===== src/rtl/psg_pkg.sv =====
// Shared PSG definitions: level/sample types, encoder states and the
// non-linear volume table used by both the volume control and the meter.
package psg_pkg;

    typedef logic [3:0]  level_t;
    typedef logic [29:0] psg_sample_t;

    typedef enum logic {
        ENC_IDLE   = 1'b0,
        ENC_SEARCH = 1'b1
    } enc_state_t;

    localparam logic [7:0] VOL_TABLE [16] = '{
        8'd0,   8'd1,   8'd2,   8'd3,   8'd5,   8'd8,   8'd13,  8'd21,
        8'd34,  8'd55,  8'd89,  8'd121, 8'd151, 8'd185, 8'd220, 8'd255
    };

    // Amplitude threshold for level k; 255 << 21 still fits in 30 bits.
    function automatic psg_sample_t vol_threshold(input level_t k, input int unsigned shift);
        psg_sample_t gain;
        gain = psg_sample_t'(VOL_TABLE[k]);
        return gain << shift;
    endfunction

endpackage


===== src/rtl/psg_level_encoder.sv =====
// Sequential threshold search: walks the volume table from the top entry
// down, one entry per cycle, and reports the first level whose threshold
// the peak reaches.
//
//   state      | meaning
//   -----------+-------------------------------------------------------
//   ENC_IDLE   | waiting for a window close (start)
//   ENC_SEARCH | comparing peak against threshold(k), k counting down
module psg_level_encoder
    import psg_pkg::*;
#(
    parameter int unsigned THR_SHIFT = 21
) (
    input  logic        clk,
    input  logic        rst,
    input  logic        start,
    input  psg_sample_t peak,
    output level_t      level,
    output logic        done
);

    enc_state_t state_q, state_d;
    level_t     k_q, k_d;
    level_t     level_d;
    logic       done_d;

    // State, search index and registered result.
    always_ff @(posedge clk or posedge rst) begin
        if (rst) begin
            state_q <= ENC_IDLE;
            k_q     <= '0;
            level   <= '0;
            done    <= 1'b0;
        end else begin
            state_q <= state_d;
            k_q     <= k_d;
            level   <= level_d;
            done    <= done_d;
        end
    end

    // Next-state: level 0 has threshold 0, so the k==0 exit is only a guard.
    always_comb begin
        state_d = state_q;
        k_d     = k_q;
        level_d = level;
        done_d  = 1'b0;
        case (state_q)
            ENC_IDLE: begin
                if (start) begin
                    state_d = ENC_SEARCH;
                    k_d     = 4'd15;
                end
            end
            ENC_SEARCH: begin
                if ((peak >= vol_threshold(k_q, THR_SHIFT)) || (k_q == 4'd0)) begin
                    level_d = k_q;
                    done_d  = 1'b1;
                    state_d = ENC_IDLE;
                end else begin
                    k_d = k_q - 4'd1;
                end
            end
            default: state_d = ENC_IDLE;
        endcase
    end

endmodule


===== src/rtl/psg_level_meter.sv =====
// Window peak meter for the scaled PSG channel output: tracks the peak over
// WINDOW valid samples, encodes it back to a 4-bit volume level, and keeps a
// decaying peak-hold level plus a sticky clip flag.
module psg_level_meter
    import psg_pkg::*;
#(
    parameter int unsigned WINDOW    = 256,
    parameter int unsigned THR_SHIFT = 21,
    parameter int unsigned HOLD_WIN  = 8,
    parameter logic [29:0] CLIP_THR  = 30'h3FBFFC01
) (
    input  logic        clk_i,
    input  logic        rst_i,
    input  logic        valid_i,
    input  logic [29:0] i,
    input  logic        clr_i,
    output logic [3:0]  level_o,
    output logic        level_vld_o,
    output logic [3:0]  hold_o,
    output logic [29:0] peak_o,
    output logic        clip_o
);

    localparam int unsigned WCW = $clog2(WINDOW);
    localparam int unsigned HCW = (HOLD_WIN > 1) ? $clog2(HOLD_WIN) : 1;
    localparam logic [WCW-1:0] WIN_LAST  = WCW'(WINDOW - 1);
    localparam logic [HCW-1:0] HOLD_LAST = HCW'(HOLD_WIN - 1);

    // A full search takes 16 cycles and must finish before the next close.
    generate
        if (WINDOW < 17) begin : g_bad_window
            $error("psg_level_meter: WINDOW must be >= 17");
        end
        if (HOLD_WIN < 1) begin : g_bad_hold
            $error("psg_level_meter: HOLD_WIN must be >= 1");
        end
    endgenerate

    logic [WCW-1:0] win_cnt;
    psg_sample_t    run_pk;
    psg_sample_t    close_pk;
    logic           win_close;
    logic [HCW-1:0] hold_cnt;

    assign win_close = valid_i && (win_cnt == WIN_LAST);
    assign close_pk  = (i > run_pk) ? i : run_pk;

    // Window counter and running peak; the closing sample joins the closed window.
    always_ff @(posedge clk_i or posedge rst_i) begin
        if (rst_i) begin
            win_cnt <= '0;
            run_pk  <= '0;
            peak_o  <= '0;
        end else if (valid_i) begin
            if (win_close) begin
                peak_o  <= close_pk;
                run_pk  <= '0;
                win_cnt <= '0;
            end else begin
                run_pk  <= close_pk;
                win_cnt <= win_cnt + WCW'(1);
            end
        end
    end

    psg_level_encoder #(
        .THR_SHIFT (THR_SHIFT)
    ) u_encoder (
        .clk   (clk_i),
        .rst   (rst_i),
        .start (win_close),
        .peak  (peak_o),
        .level (level_o),
        .done  (level_vld_o)
    );

    // Peak hold: jumps up at once, drops one step after HOLD_WIN quieter windows.
    always_ff @(posedge clk_i or posedge rst_i) begin
        if (rst_i) begin
            hold_o   <= '0;
            hold_cnt <= '0;
        end else if (level_vld_o) begin
            if (level_o >= hold_o) begin
                hold_o   <= level_o;
                hold_cnt <= '0;
            end else if (hold_cnt == HOLD_LAST) begin
                hold_o   <= hold_o - 4'd1;
                hold_cnt <= '0;
            end else begin
                hold_cnt <= hold_cnt + HCW'(1);
            end
        end
    end

    // Sticky clip flag; a clipping sample outranks a same-cycle clear.
    always_ff @(posedge clk_i or posedge rst_i) begin
        if (rst_i) begin
            clip_o <= 1'b0;
        end else if (valid_i && (i >= CLIP_THR)) begin
            clip_o <= 1'b1;
        end else if (clr_i) begin
            clip_o <= 1'b0;
        end
    end

endmodule


===== config.mk =====
export PLATFORM = sky130hd
export DESIGN_NAME = psg_level_meter
export DESIGN_NICKNAME = d
export VERILOG_FILES = /design/src/rtl/psg_pkg.sv /design/src/rtl/psg_level_encoder.sv /design/src/rtl/psg_level_meter.sv
export SDC_FILE = /design/constraint.sdc
export NUM_CORES = 1
export LEC_CHECK = 0
export BUFFER_PORTS_ARGS = -buffer_cell sky130_fd_sc_hd__buf_2
export CAP_MARGIN = 20
export CORE_UTILIZATION = 50
export DETAILED_ROUTE_END_ITERATION = 12
export GPL_ROUTABILITY_DRIVEN = 0
export PLACE_DENSITY = 0.74
export RECOVER_POWER = 25
export SETUP_SLACK_MARGIN = 0.2
export SLEW_MARGIN = 20
export SYNTH_ARGS = -nofsm -noshare
export SYNTH_HDL_FRONTEND = slang
export SYNTH_HIERARCHICAL = 1
export SYNTH_SLANG_ARGS = --single-unit

===== constraint.sdc =====
create_clock -name clk_i -period 3.51 [get_ports clk_i]
set_input_delay 0.1755 -clock clk_i [delete_from_list [all_inputs] [get_ports clk_i]]
set_output_delay 0.1755 -clock clk_i [all_outputs]
set_load 0.005 [all_outputs]

# Yosys cells after proc, flatten, opt, wreduce, memory -nomap -nowiden
# Memory sizes are Yosys's and may differ from the RTL's.
# Index checks and enable logic that the tools add are counted.
[totals] latch_bits=0 output_inout_bits=40 mem_bits_rw=0 regBits=86 mem_bits_ro=128 memories=1
[classes] shifts=0 mux=19 addsub=4 n_div=0 n_reduce_logical=10 n_eq_ne=4 multipliers=0 bitwise=2 order_cmp=5
[memory_table] memory="(name not given)" depth=16 word_bits=8 rd=1 rd_clocked_by_memory_dff=0 write_ports=0 line_no="psg_pkg.sv:21" text="gain = psg_sample_t'(VOL_TABLE[k]);"
[ops] op="$mux 30" count=2
[ops] op="$ge 30x29->1" count=1
[ops] op="$ge 30x30->1 const B" count=1
[ops] op="$gt 30x30->1" count=1
[ops] op="$mux 8" count=3
[ops] op="$mux 4" count=4
[ops] op="$add 8x1->8 const B" count=1
[ops] op="$eq 8x8->1 const B" count=1
[ops] op="$pmux 4 s2" count=1
[ops] op="$reduce_and 2->1" count=4
[ops] op="$sub 4x1->4 const B" count=2
[ops] op="$mux 1" count=6
[ops] op="$mux 3" count=2
[ops] op="$ge 5x5->1 const B" count=1
[ops] op="$not 4->5" count=1
[ops] op="$ge 4x4->1" count=1
[ops] op="$logic_not 4->1" count=1
[ops] op="$reduce_bool 2->1" count=2
[ops] op="$add 3x1->3 const B" count=1
[ops] op="$eq 3x3->1 const B" count=1
[ops] op="$logic_and 1x1->1" count=2
[ops] op="$ne 2x1->1 const B" count=1
[ops] op="$ne 2x2->1 const B" count=1
[ops] op="$pmux 1 s2" count=1
[ops] op="2 further kinds" count=2

# Longest topological paths before layout
# Gate-level depths: netlist of the first run.
[depth] depth_word=8 ltp_mapped=11 depth_no_buf=11

# By module
# The synthesis of the first run kept the hierarchy.
[modules_own_cells] mod="psg_level_meter" area_per_inst_um2=4396.7 instances=1 cells_each=453
[modules_own_cells] mod="psg_level_encoder" area_per_inst_um2=895.9 instances=1 cells_each=93

# Worst setup path after synthesis of the first run
# No wires, ideal clock.
[synth_timing] path_kind="register -> register" start="register u_encoder.k_q[0]" end="register u_encoder.level[2]" arrival_ns=2.504 stages_incl_launch_ff=10 setup_time_ns=0.125 path_buffers=0 slack_ns=0.881 required_ns=3.385 path_cell_list="dfrtp_1 inv_1 ha_1 o21bai_1 a22oi_1 ha_1 and3b_1 o311a_1 o21ai_2 mux2_2"
[synth_via] elab_chain_cells=7 elab_cells_between_ends=8 cone_classes="order compare: 1; mux: 2; bitwise: 1; reduce/logical: 3; memory: 1"
[synth_rtl] element="start: declaration" line_no="psg_level_encoder.sv:23" text="level_t k_q, k_d;"
[synth_rtl] element="start signal: assignment" line_no="psg_level_encoder.sv:36" text="k_q <= k_d;"
[synth_rtl] element="$not 4->5 (not written as such)" line_no="psg_pkg.sv:21"
[synth_rtl] element="$mem_v2 16x8"
[synth_rtl] element="$mux 8 (not written as such) (2 in a row)" line_no="psg_pkg.sv:21"
[synth_rtl] element="$ge 30x29->1" line_no="psg_level_encoder.sv:56" text="if ((peak >= vol_threshold(k_q, THR_SHIFT)) || (k_q == 4'd0)) begin"
[synth_rtl] element="$logic_or 1x1->1 *" line_no="psg_level_encoder.sv:56"
[synth_rtl] element="$reduce_and 2->1 (no source line) *"
[synth_rtl] element="end signal: assignment" line_no="psg_level_encoder.sv:37" text="level <= level_d;"
[synth_rtl] element="end: declaration" line_no="psg_level_encoder.sv:18" text="output level_t level,"
# Mark *: on every way between the ends. The rest lies on a longest branch, timed or not. The select of a mux whose other input is x is not followed.
# A chain may end at the register's enable or synchronous reset.

# Worst setup path after layout of the first run
# Same ends and word-level chain as after synthesis.

==> results_dict.tcl, run 1 <==
set metrics [dict create \
    worstSetupPathType "register to register" \
    port_buffers 73 \
    rsz0062_at_grt "false" \
    numCtsBuffers 9 \
    drc 0 \
    cp_cell_sequence "inv_1 > ha_1 > o21bai_1 > a22oi_1 > ha_1 > and3b_1 > o311a_1 > o21ai_2 > mux2_2" \
    grt_max_degree 38 \
    p_leak_nw 2.92 \
    grt-ovfl-total 0 \
    synth_cell_types 59 \
    post-cts-setup-buffer-count 0 \
    die_y_um 105 \
    rows 37 \
    synth_top_area_frac 0.407 \
    cts.reportedPaths.clkPinSlew_ns 0.09 \
    drv_cap 0 \
    hold_viol 0 \
    nets 699 \
    finClkSkew_ns 0.0123 \
    cts.path.max_buffers 2 \
    fillers 920 \
    max_freq_mhz 339 \
    ys_top_cells_by_count "dfrtp_1 (86), ha_1 (53), inv_1 (46), nor2_1 (41), nand3_1 (35)" \
    syn_area_um2 5290 \
    tns_ns 0 \
    ys_ff_latch 86 \
    seq_area_frac_synth 0.407 \
    drt_first_pass_iters 5 \
    routed_wl_um 13300 \
    crit_fanout 11 \
    antenna_found_initial 1 \
    synth_top_area_cell "dfrtp_1" \
    pin_count 74 \
    hp-class "input pin to register" \
    cts_tree "built" \
    drv_slew 0 \
    min_path_cells 2 \
    fp.dieArea_um2 11000 \
    r2r_cells 9 \
    start_kind "register" \
    ff2ff_setup_slack_ns 0.56 \
    grt_pass1_vias 4520 \
    multi_input_area_um2 2790 \
    syn2layout_area_growth_pct 13.4 \
    cts_max_level 3 \
    final_layout_size_suffix_gt1_frac 0.190 \
    max_slew.worst_pin.slew_ns 1.16 \
    setup_violations 0 \
    dpl.hpwl_um 9490 \
    critPathMaxStageDelay_ns 0.55 \
    synthCells 546 \
    cpMaxStageDelayCell "dfrtp_1" \
    cts.sinks 86 \
    grtUsageTotal 0.259 \
    ys.flop_type "dfrtp_1" \
    post-route-min-period_ns 2.95 \
    ys_async_sr_fraction 1.00 \
    synth.net_count 633 \
    coreArea_um2 10300 \
    clk_latency_ns 0.37 \
    cp_common_cell "ha_1" \
    syn-mean-instance-area_um2 9.69 \
    final_area_um2 6000 \
    initial_utilization 0.515 \
    num_vias 4575 \
    diodes 0 \
    root_buffer "clkbuf_8" \
    pwr_density_cell_nw_per_um2 586 \
    dpl-instance-area_um2 5740 \
    grt_pass1_wl_um 22700 \
    synth.area.top_cells "dfrtp_1 (41%), ha_1 (13%), a32o_1 (5.7%), a31oi_1 (3.8%), nand3_1 (3.3%)" \
    ys_warn_count 6 \
    yosysMostFrequentCell "dfrtp_1" \
    ant_nets 0 \
    hold_ws_ns 0.112 \
    end_kind "register" \
    drt_iter0_drc 367 \
    synth_edf_count 0 \
    period_share 0.841 \
    peakVddDrop_mv 0.371 \
    worst_ep_required_time_ns 3.77 \
    register_area_um2 2150 \
    fp.dieW_um 105 \
    post_drt_via_cell_ratio 6.08 \
    slew_headroom 0.226 \
    worstPathArrival_ns 3.21 \
    status "finished, final reports clean" \
    wl_per_cell_um 17.7 \
]
-- critical path: cells and delay by family (launching register included) --
kind,cells,cell delay (ns)
compound gates,4,0.94
fa+ha+maj,2,0.66
buf+inv,1,0.15
flops,1,0.55
mux,1,0.37
simple gates,1,0.18
-- timing repair --
item	4_1_cts	5_1_grt
hold endpoints to repair	37	0
hold buffers	2	0
resized for setup	0	0
-- flip-flops by register name (all words and copies together), names as in the netlist --
name               cells
win_cnt                8
hold_cnt               3
u_encoder/level        4
hold_o                 4
u_encoder/done         1
run_pk                30
peak_o                30
u_encoder/state_q      1
clip_o                 1
u_encoder/k_q          4
-- logic make-up after synthesis --
logic type,Yosys count,share of synthesized area
xor gates and xnor gates,4,0.00662
buffers and inverters,78,0.0681
AOI/OAI and AO/OA,158,0.210
and+or+nand+nor,153,0.155
adders and majority gates,53,0.125
muxes,14,0.0284
DFF,86,0.407
-- placed cells by master, fill, tap and decap left out, types with 5 or more instances in the layout --
cell	count
mux2i_1	6
a31oi_1	32
nand4_1	15
ha_1	53
o21ai_0	15
clkbuf_1	5
mux2_2	5
nand3_1	35
inv_1	46
o21ai_1	30
a32o_1	30
nor4_1	7
nor2_1	41
nand2_1	23
clkbuf_8	10
buf_4	12
nor2b_1	6
a21oi_1	19
a21o_1	5
buf_2	69
dfrtp_1	86
-- worst paths after layout --
path	start	to
setup reg to reg	u_encoder/k_q[0]$_DFFE_PP0P_	u_encoder/level[2]$_DFFE_PP0P_
max in group asynchronous	rst_i	peak_o[23]$_DFFE_PP0P_
min in group asynchronous	rst_i	u_encoder/level[1]$_DFFE_PP0P_
hold reg to reg	win_cnt[6]$_DFFE_PP0P_	win_cnt[6]$_DFFE_PP0P_
hold / removal	i[14]	run_pk[14]$_DFFE_PP0P_
setup / recovery	u_encoder/k_q[0]$_DFFE_PP0P_	u_encoder/level[2]$_DFFE_PP0P_
-- per-layer routing --
metal	routed length [um]	global-route usage	up-vias
met2	6490	0.437	158
met1	5910	0.340	2241
met5	13	0	-
met3	739	0.0524	18
li1	-	-	2156
met4	162	0.0654	2
-- stage by stage --
| step | power, mW | utilization | setup WS (ns) | instances |
|---|---|---|---|---|
| 2_1_floorplan | 2.34 | - | 0.881 | 546 |
| 3_3_place_gp | 2.58 | 0.558 | 0.710 | 735 |
| 3_5_place_dp | 2.65 | 0.558 | 0.576 | 735 |
| 4_1_cts | 3.53 | 0.584 | 0.555 | 753 |
| 5_1_grt | 3.75 | 0.584 | 0.330 | 753 |
| 6_report | 3.52 | 0.584 | 0.557 | 753 |
-- report_power, final --
| group | internal (mW) | switching, mW | total, mW | leakage [nW] |
|---|---|---|---|---|
| clock network | 0.494 | 0.378 | 0.872 | 0.120 |
| registers | 1.19 | 0.171 | 1.36 | 1.13 |
| logic | 0.534 | 0.746 | 1.28 | 1.67 |
-- area by class of cell --
type	instances	area share
clock buffer	11	0.0236
inverter	46	0.0288
clock inverter	5	0.0177
timing repair buffer	87	0.0784
multi-input combinational	382	0.464
tap	136	0.0284
sequential	86	0.359
Power figures use the tool's default switching activity.
==> run 2: changes to the inputs <==
--- a/config.mk
+++ b/config.mk
@@ -10,7 +10,7 @@
 export CORE_UTILIZATION = 50
 export DETAILED_ROUTE_END_ITERATION = 12
 export GPL_ROUTABILITY_DRIVEN = 0
-export PLACE_DENSITY = 0.74
+export PLACE_DENSITY = 0.77
 export RECOVER_POWER = 25
 export SETUP_SLACK_MARGIN = 0.2
 export SLEW_MARGIN = 20
==> constraint.sdc (replaced) <==
create_clock -name clk_i -period 2.7 [get_ports clk_i]
set_input_delay 0.135 -clock clk_i [delete_from_list [all_inputs] [get_ports clk_i]]
set_output_delay 0.135 -clock clk_i [all_outputs]
set_load 0.005 [all_outputs]
==> run 2 against run 1 <==
The run now ends with max-capacitance violations, max-slew violations left. Cell count grew 6.1%. Flip-flop and latch count unchanged. Utilization grew 6.9 points. Global-route usage grew 0.65 points. Via count up 8.5%. Register-to-register slack lost 0.53 ns. Combinational power increased by 72%. Clock power is 17% higher. First-iteration DRC count rose by 43%. Clock-buffer cell count grew 2.
==> results_dict.tcl, run 2 (synthesis gave the netlist of run 1 again) <==
set metrics [dict create \
    status "finished, violations left" \
    violations "max-capacitance violations, max-slew violations" \
    worstSetupPathType "register to register" \
    crit_fanout 5 \
    cp_common_cell "buf_6" \
    ant_nets 0 \
    p_int_mw 3.11 \
    setup_violations 0 \
    rsz0062_at_grt "true" \
    wl_per_cell_um 19.3 \
    fp.dieW_um 105 \
    coreArea_um2 10300 \
    p_switching_mw 1.89 \
    pin_count 74 \
    grt_pass1_vias 4694 \
    num_vias 4964 \
    die_y_um 105 \
    pwr_density_cell_nw_per_um2 746 \
    p_comb_frac 0.439 \
    cts_tree "built" \
    top_regs "peak_o x30, run_pk x30, win_cnt x8" \
    clockPowerShare 0.204 \
    numCtsBuffers 9 \
    cts.sinks 86 \
    p_leak_nw 3.16 \
    cpMaxStageDelayCell "or4_4" \
    worst_ep_required_time_ns 2.95 \
    cts_max_level 3 \
    fin_ws_ns 0.0241 \
    critPathMaxStageDelay_ns 0.57 \
    hold_ws_ns 0.0723 \
    layout_common_cells "dfrtp_1 (84), buf_2 (72), buf_4 (42)" \
    post-route-min-period_ns 2.68 \
    end_kind "register" \
    switching_share 0.378 \
    cts.reportedPaths.clkPinSlew_ns 0.08 \
    dpl-instance-area_um2 5830 \
    dpl.hpwl_um 9660 \
    r2r-start "run_pk[21]$_DFFE_PP0P_" \
    grt_pass1_wl_um 23100 \
    routed_wl_um 15400 \
    root_buffer "clkbuf_8" \
    syn2layout_area_growth_pct 26.7 \
    grt-ovfl-total 0 \
    tns_ns 0 \
    drt_iter0_drc 525 \
    drv_slew 70 \
    diodes 0 \
    hold_start "i[9]" \
    worstPathArrival_ns 2.93 \
    drv_cap 1 \
    max_slew.worst_pin.slew_ns 1.71 \
    hp-class "input pin to register" \
    place_ws_ns 0.0575 \
    slew_headroom -0.141 \
    post_drt_via_cell_ratio 6.21 \
    finClkSkew_ns 0.0106 \
    peakVddDrop_mv 0.524 \
    grtUsageTotal 0.265 \
    cts.path.max_buffers 2 \
    post-route-util 0.653 \
    final_area_um2 6710 \
    nets 745 \
    pwr-share-seq 0.357 \
    period_share 0.991 \
    max_freq_mhz 374 \
    final_common_cell "dfrtp_1" \
    critPathBufInv 4 \
    drc 0 \
    rows 37 \
    critPathTopFamily "simple AND/OR/NAND/NOR gates" \
    cp_cell_sequence "inv_1 > ha_4 > nand4_4 > or4_4 > a211oi_4 > o31ai_4 > buf_6 > buf_4 > buf_6 > a32o_1" \
    drt_first_pass_iters 6 \
    antenna_found_initial 0 \
    hold_viol 0 \
    final_layout_size_suffix_gt1_frac 0.306 \
    crit_start "run_pk[21]$_DFFE_PP0P_" \
    initial_utilization 0.515 \
    power_mw 5.01 \
    stdcell_count 799 \
    placed_cells 746 \
    fp.dieArea_um2 11000 \
    grt_max_degree 70 \
    clk_latency_ns 0.37 \
    start_kind "register" \
    port_buffers 73 \
]
## run 2: changes by cell type in the layout (fill, tap and decap cells not counted), sizes merged
| cell | delta |
|---|---|
| buf | +47 |
| bufinv | -1 |
| clkbuf | +1 |
| clkinv | -1 |
## run 2: final timing paths
| kind | endpoint | slack [ns] | cells after the start |
|---|---|---|---|
| max in group asynchronous | run_pk[19]$_DFFE_PP0P_ | 0.49 | 4 |
| min reg2reg | win_cnt[6]$_DFFE_PP0P_ | 0.50 | 1 |
| max | run_pk[5]$_DFFE_PP0P_ | 0.02 | 10 |
| min in group asynchronous | hold_o[1]$_DFFE_PP0P_ | 0.26 | 3 |
| max reg2reg | run_pk[5]$_DFFE_PP0P_ | 0.02 | 10 |
| min | run_pk[9]$_DFFE_PP0P_ | 0.07 | 2 |
## run 2: timing repair
| item | in CTS | in global routing |
|---|---|---|
| hold endpoints to repair | 18 | 0 |
| buffers inserted | 8 | 23 |
| setup endpoints to repair | 8 | 70 |
| hold buffers | 2 | 0 |
| resized for setup | 21 | 52 |
| pin swaps | 15 | 24 |
| gates cloned | 0 | 4 |
## run 2: layer usage
layer	wire, um	vias to the layer above	global-route usage
met5	0	-	0
met4	538	0	0.119
met3	1100	59	0.0555
met2	7430	230	0.427
met1	6330	2426	0.344
li1	-	2249	-
## run 2: layout make-up
type	count	area, um^2
clock buffer	13	149
clock inverter	3	67.6
sequential	86	2150
fill	794	3570
tap	136	170
multi-input combinational	382	3090
timing repair buffer	133	902
inverter	46	178
## run 2: power groups by stage
stage / combinational (mW) / sequential [mW] / clock [mW]
4_1_cts: 1.70 / 1.77 / 1.03
3_5_place_dp: 1.68 / 1.79 / 0
6_report: 2.20 / 1.79 / 1.02
2_1_floorplan: 1.31 / 1.73 / 0
3_3_place_gp: 1.59 / 1.78 / 0
5_1_grt: 2.40 / 1.81 / 1.08
==> run 3: changes to the inputs <==
--- a/config.mk
+++ b/config.mk
@@ -10,11 +10,10 @@
 export CORE_UTILIZATION = 50
 export DETAILED_ROUTE_END_ITERATION = 12
 export GPL_ROUTABILITY_DRIVEN = 0
-export PLACE_DENSITY = 0.77
+export PLACE_DENSITY = 0.83
 export RECOVER_POWER = 25
 export SETUP_SLACK_MARGIN = 0.2
 export SLEW_MARGIN = 20
 export SYNTH_ARGS = -nofsm -noshare
 export SYNTH_HDL_FRONTEND = slang
-export SYNTH_HIERARCHICAL = 1
 export SYNTH_SLANG_ARGS = --single-unit
==> run 3 against run 2 <==
The flow finishes with violations (max-capacitance violations, max-slew violations, negative setup slack). Cell count increased by 4.1%. Via count grew 13%. Worst setup slack worse by 0.19 ns. First-iteration DRC count rose by 13%. Combinational power grew 26%. Sequential power up 2%. Non-clock buffer count grew 16. Fmax fell by 6.6%. Utilization is 4.3 points higher. Critical path type unchanged.
==> results_dict.tcl, run 3 <==
set metrics [dict create \
    crit_fanout 8 \
    switching_share 0.402 \
    hold_viol 0 \
    layout_common_cells "dfrtp_1 (84), buf_2 (72), ha_1 (43)" \
    syn2layout_area_growth_pct 34.1 \
    period_share 1.06 \
    start_kind "register" \
    synth_cell_types 58 \
    drv_slew 36 \
    grt_max_degree 52 \
    top_regs "peak_o x30, run_pk x30, win_cnt x8" \
    power_mw 5.53 \
    fp.dieArea_um2 11200 \
    synth_edf_count 0 \
    cts.sinks 86 \
    post-route-util 0.695 \
    hold_end "peak_o[13]$_DFFE_PP0P_" \
    seq_area_frac_synth 0.399 \
    hold_start "i[13]" \
    rows 37 \
    post_drt_via_cell_ratio 6.76 \
    syn_area_um2 5400 \
    ys_top_cells_by_count "dfrtp_1 (86), ha_1 (53), inv_1 (47), nand3_1 (42), nor2_1 (41)" \
    num_vias 5626 \
    fin_ws_ns -0.165 \
    numCtsBuffers 9 \
    drc 0 \
    coreArea_um2 10400 \
    port_buffers 73 \
    grtUsageTotal 0.272 \
    tns_ns -4.36 \
    cts.reportedPaths.clkPinSlew_ns 0.09 \
    cts_tree "built" \
    pwr_density_cell_nw_per_um2 764 \
    nets 779 \
    final_layout_size_suffix_gt1_frac 0.345 \
    pin_count 74 \
    drt_iter0_drc 594 \
    ys_warn_count 0 \
    drv_cap 1 \
    rsz0062_at_grt "true" \
    worstPathArrival_ns 3.17 \
    ant_nets 0 \
    r2r_cells 11 \
    drt_first_pass_iters 6 \
    die_y_um 106 \
    wl_per_cell_um 22.7 \
    status "finished, violations left" \
    antenna_found_initial 0 \
    r2r-start "run_pk[23]$_DFFE_PP0P_" \
    min_path_cells 3 \
    syn-mean-instance-area_um2 9.44 \
    ff2ff_setup_slack_ns -0.17 \
    setup_violations 56 \
    end_kind "register" \
    diodes 0 \
    p_leak_nw 3.38 \
    grt_pass1_wl_um 24100 \
    cts_max_level 3 \
    initial_utilization 0.518 \
    synth.area.top_cells "dfrtp_1 (40%), ha_1 (12%), a32o_1 (5.6%), nand3_1 (3.9%), a31oi_1 (3.6%)" \
    pwr-share-seq 0.330 \
    rr_endpoint "run_pk[25]$_DFFE_PP0P_" \
    clk_latency_ns 0.38 \
    yosysMostFrequentCell "dfrtp_1" \
    ys.flop_type "dfrtp_1" \
    worstSetupPathType "register to register" \
    grt-ovfl-total 0 \
    grt_pass1_vias 4967 \
    max_freq_mhz 349 \
    peakVddDrop_mv 0.687 \
    synth_top_area_frac 0.399 \
    root_buffer "clkbuf_8" \
    max_slew.worst_pin.slew_ns 1.71 \
    hp-class "input pin to register" \
    final_common_cell "dfrtp_1" \
    synth_top_area_cell "dfrtp_1" \
    worst_ep_required_time_ns 3.01 \
    hold_ws_ns 0.0548 \
    synthCells 572 \
    post-route-min-period_ns 2.87 \
    clockPowerShare 0.169 \
    routed_wl_um 18900 \
    p_comb_frac 0.502 \
    ys_ff_latch 86 \
    synth.net_count 659 \
    p_int_mw 3.31 \
    violations "max-capacitance violations, max-slew violations, negative setup slack" \
    cts.path.max_buffers 2 \
    fp.dieW_um 106 \
    p_switching_mw 2.22 \
    finClkSkew_ns 0.0204 \
    dpl.hpwl_um 10300 \
    slew_headroom -0.145 \
    ys_async_sr_fraction 1.00 \
]
[run 3: cell count changes after synthesis, sizes merged, moves of 5 or more]
cell    change
nand4       +6
o211ai      +9
clkbuf      +6
a21oi       -6
o21ai       -5
nand3       +7
[run 3: power by group through the flow]
stage                     clock [mW]  sequential (mW)  combinational (mW)
after CTS                      0.924             1.75                1.70
after global placement             0             1.76                1.57
after global routing           0.982             1.84                2.94
after floorplan                    0             1.72                1.22
final                          0.933             1.83                2.78
after detailed placement           0             1.78                1.65
[run 3: final cells by class]
class,instances,area (um^2)
multi-input cells,399,3340
fillers,699,3170
flip-flops and latches,86,2150
repair buffers,149,1210
inverters,47,185
well taps,136,170
clock buffers,10,128
clock inverters,5,60.1
[run 3: worst max-delay path: stages (launching register included)]
cell,delay (ns)
dfrtp_1,0.47
inv_1,0.13
ha_4,0.29
nand4_1,0.12
buf_4,0.18
nor4_4,0.31
nand3_2,0.19
buf_6,0.17
a211o_4,0.38
nand2_4,0.18
clkbuf_16,0.20
a32o_1,0.18
[run 3: cells by family (layout without fill, tap and decap cells)]
group           count (synthesis)  after routing  synth area share
compound gates                157            157             0.217
fa+ha+maj                      53             53             0.123
flops                          86             86             0.399
simple gates                  172            172             0.164
mux                            11             11            0.0213
buf+inv                        87            211            0.0670
xor+xnor                        6              6           0.00973
[run 3: what timing repair did]
item	CTS	global route
pin swaps	6	79
setup buffers	7	28
endpoints found under the setup margin	48	70
hold buffers	2	0
gates resized for setup	11	96
endpoints found under the hold margin	36	0
gates cloned	0	9
[run 3: worst max-delay path by stage]
stage,from,end,slack [ns]
6_report,run_pk[23]$_DFFE_PP0P_,run_pk[25]$_DFFE_PP0P_,-0.17
3_5_place_dp,u_encoder.k_q[1]$_DFFE_PP0P_,u_encoder.k_q[2]$_DFFE_PP0P_,-0.04
2_1_floorplan,u_encoder.k_q[1]$_DFFE_PP0P_,u_encoder.level[0]$_DFFE_PP0P_,0.11
3_3_place_gp,u_encoder.k_q[1]$_DFFE_PP0P_,u_encoder.level[0]$_DFFE_PP0P_,0.04
5_1_grt,run_pk[23]$_DFFE_PP0P_,run_pk[25]$_DFFE_PP0P_,-0.22
4_1_cts,u_encoder.k_q[0]$_DFFE_PP0P_,u_encoder.k_q[2]$_DFFE_PP0P_,0.04
[run 3: stage by stage]
step | area (um^2) | setup slack [ns] | cells
after CTS | 6420 | 0.0411 | 795
after floorplan | 5490 | 0.109 | 572
after global placement | 6100 | 0.0439 | 771
final | 7240 | -0.165 | 832
after detailed placement | 6100 | -0.0410 | 771
after global routing | 7240 | -0.217 | 832
[run 3: routing by layer]
layer  GRT usage  vias to the layer above  share of wire
met4       0.133                        0          0.059
met1       0.333                     2722           0.36
met5           0                        -              0
met2       0.464                      408           0.50
met3      0.0478                      118          0.083
li1            -                     2378              -
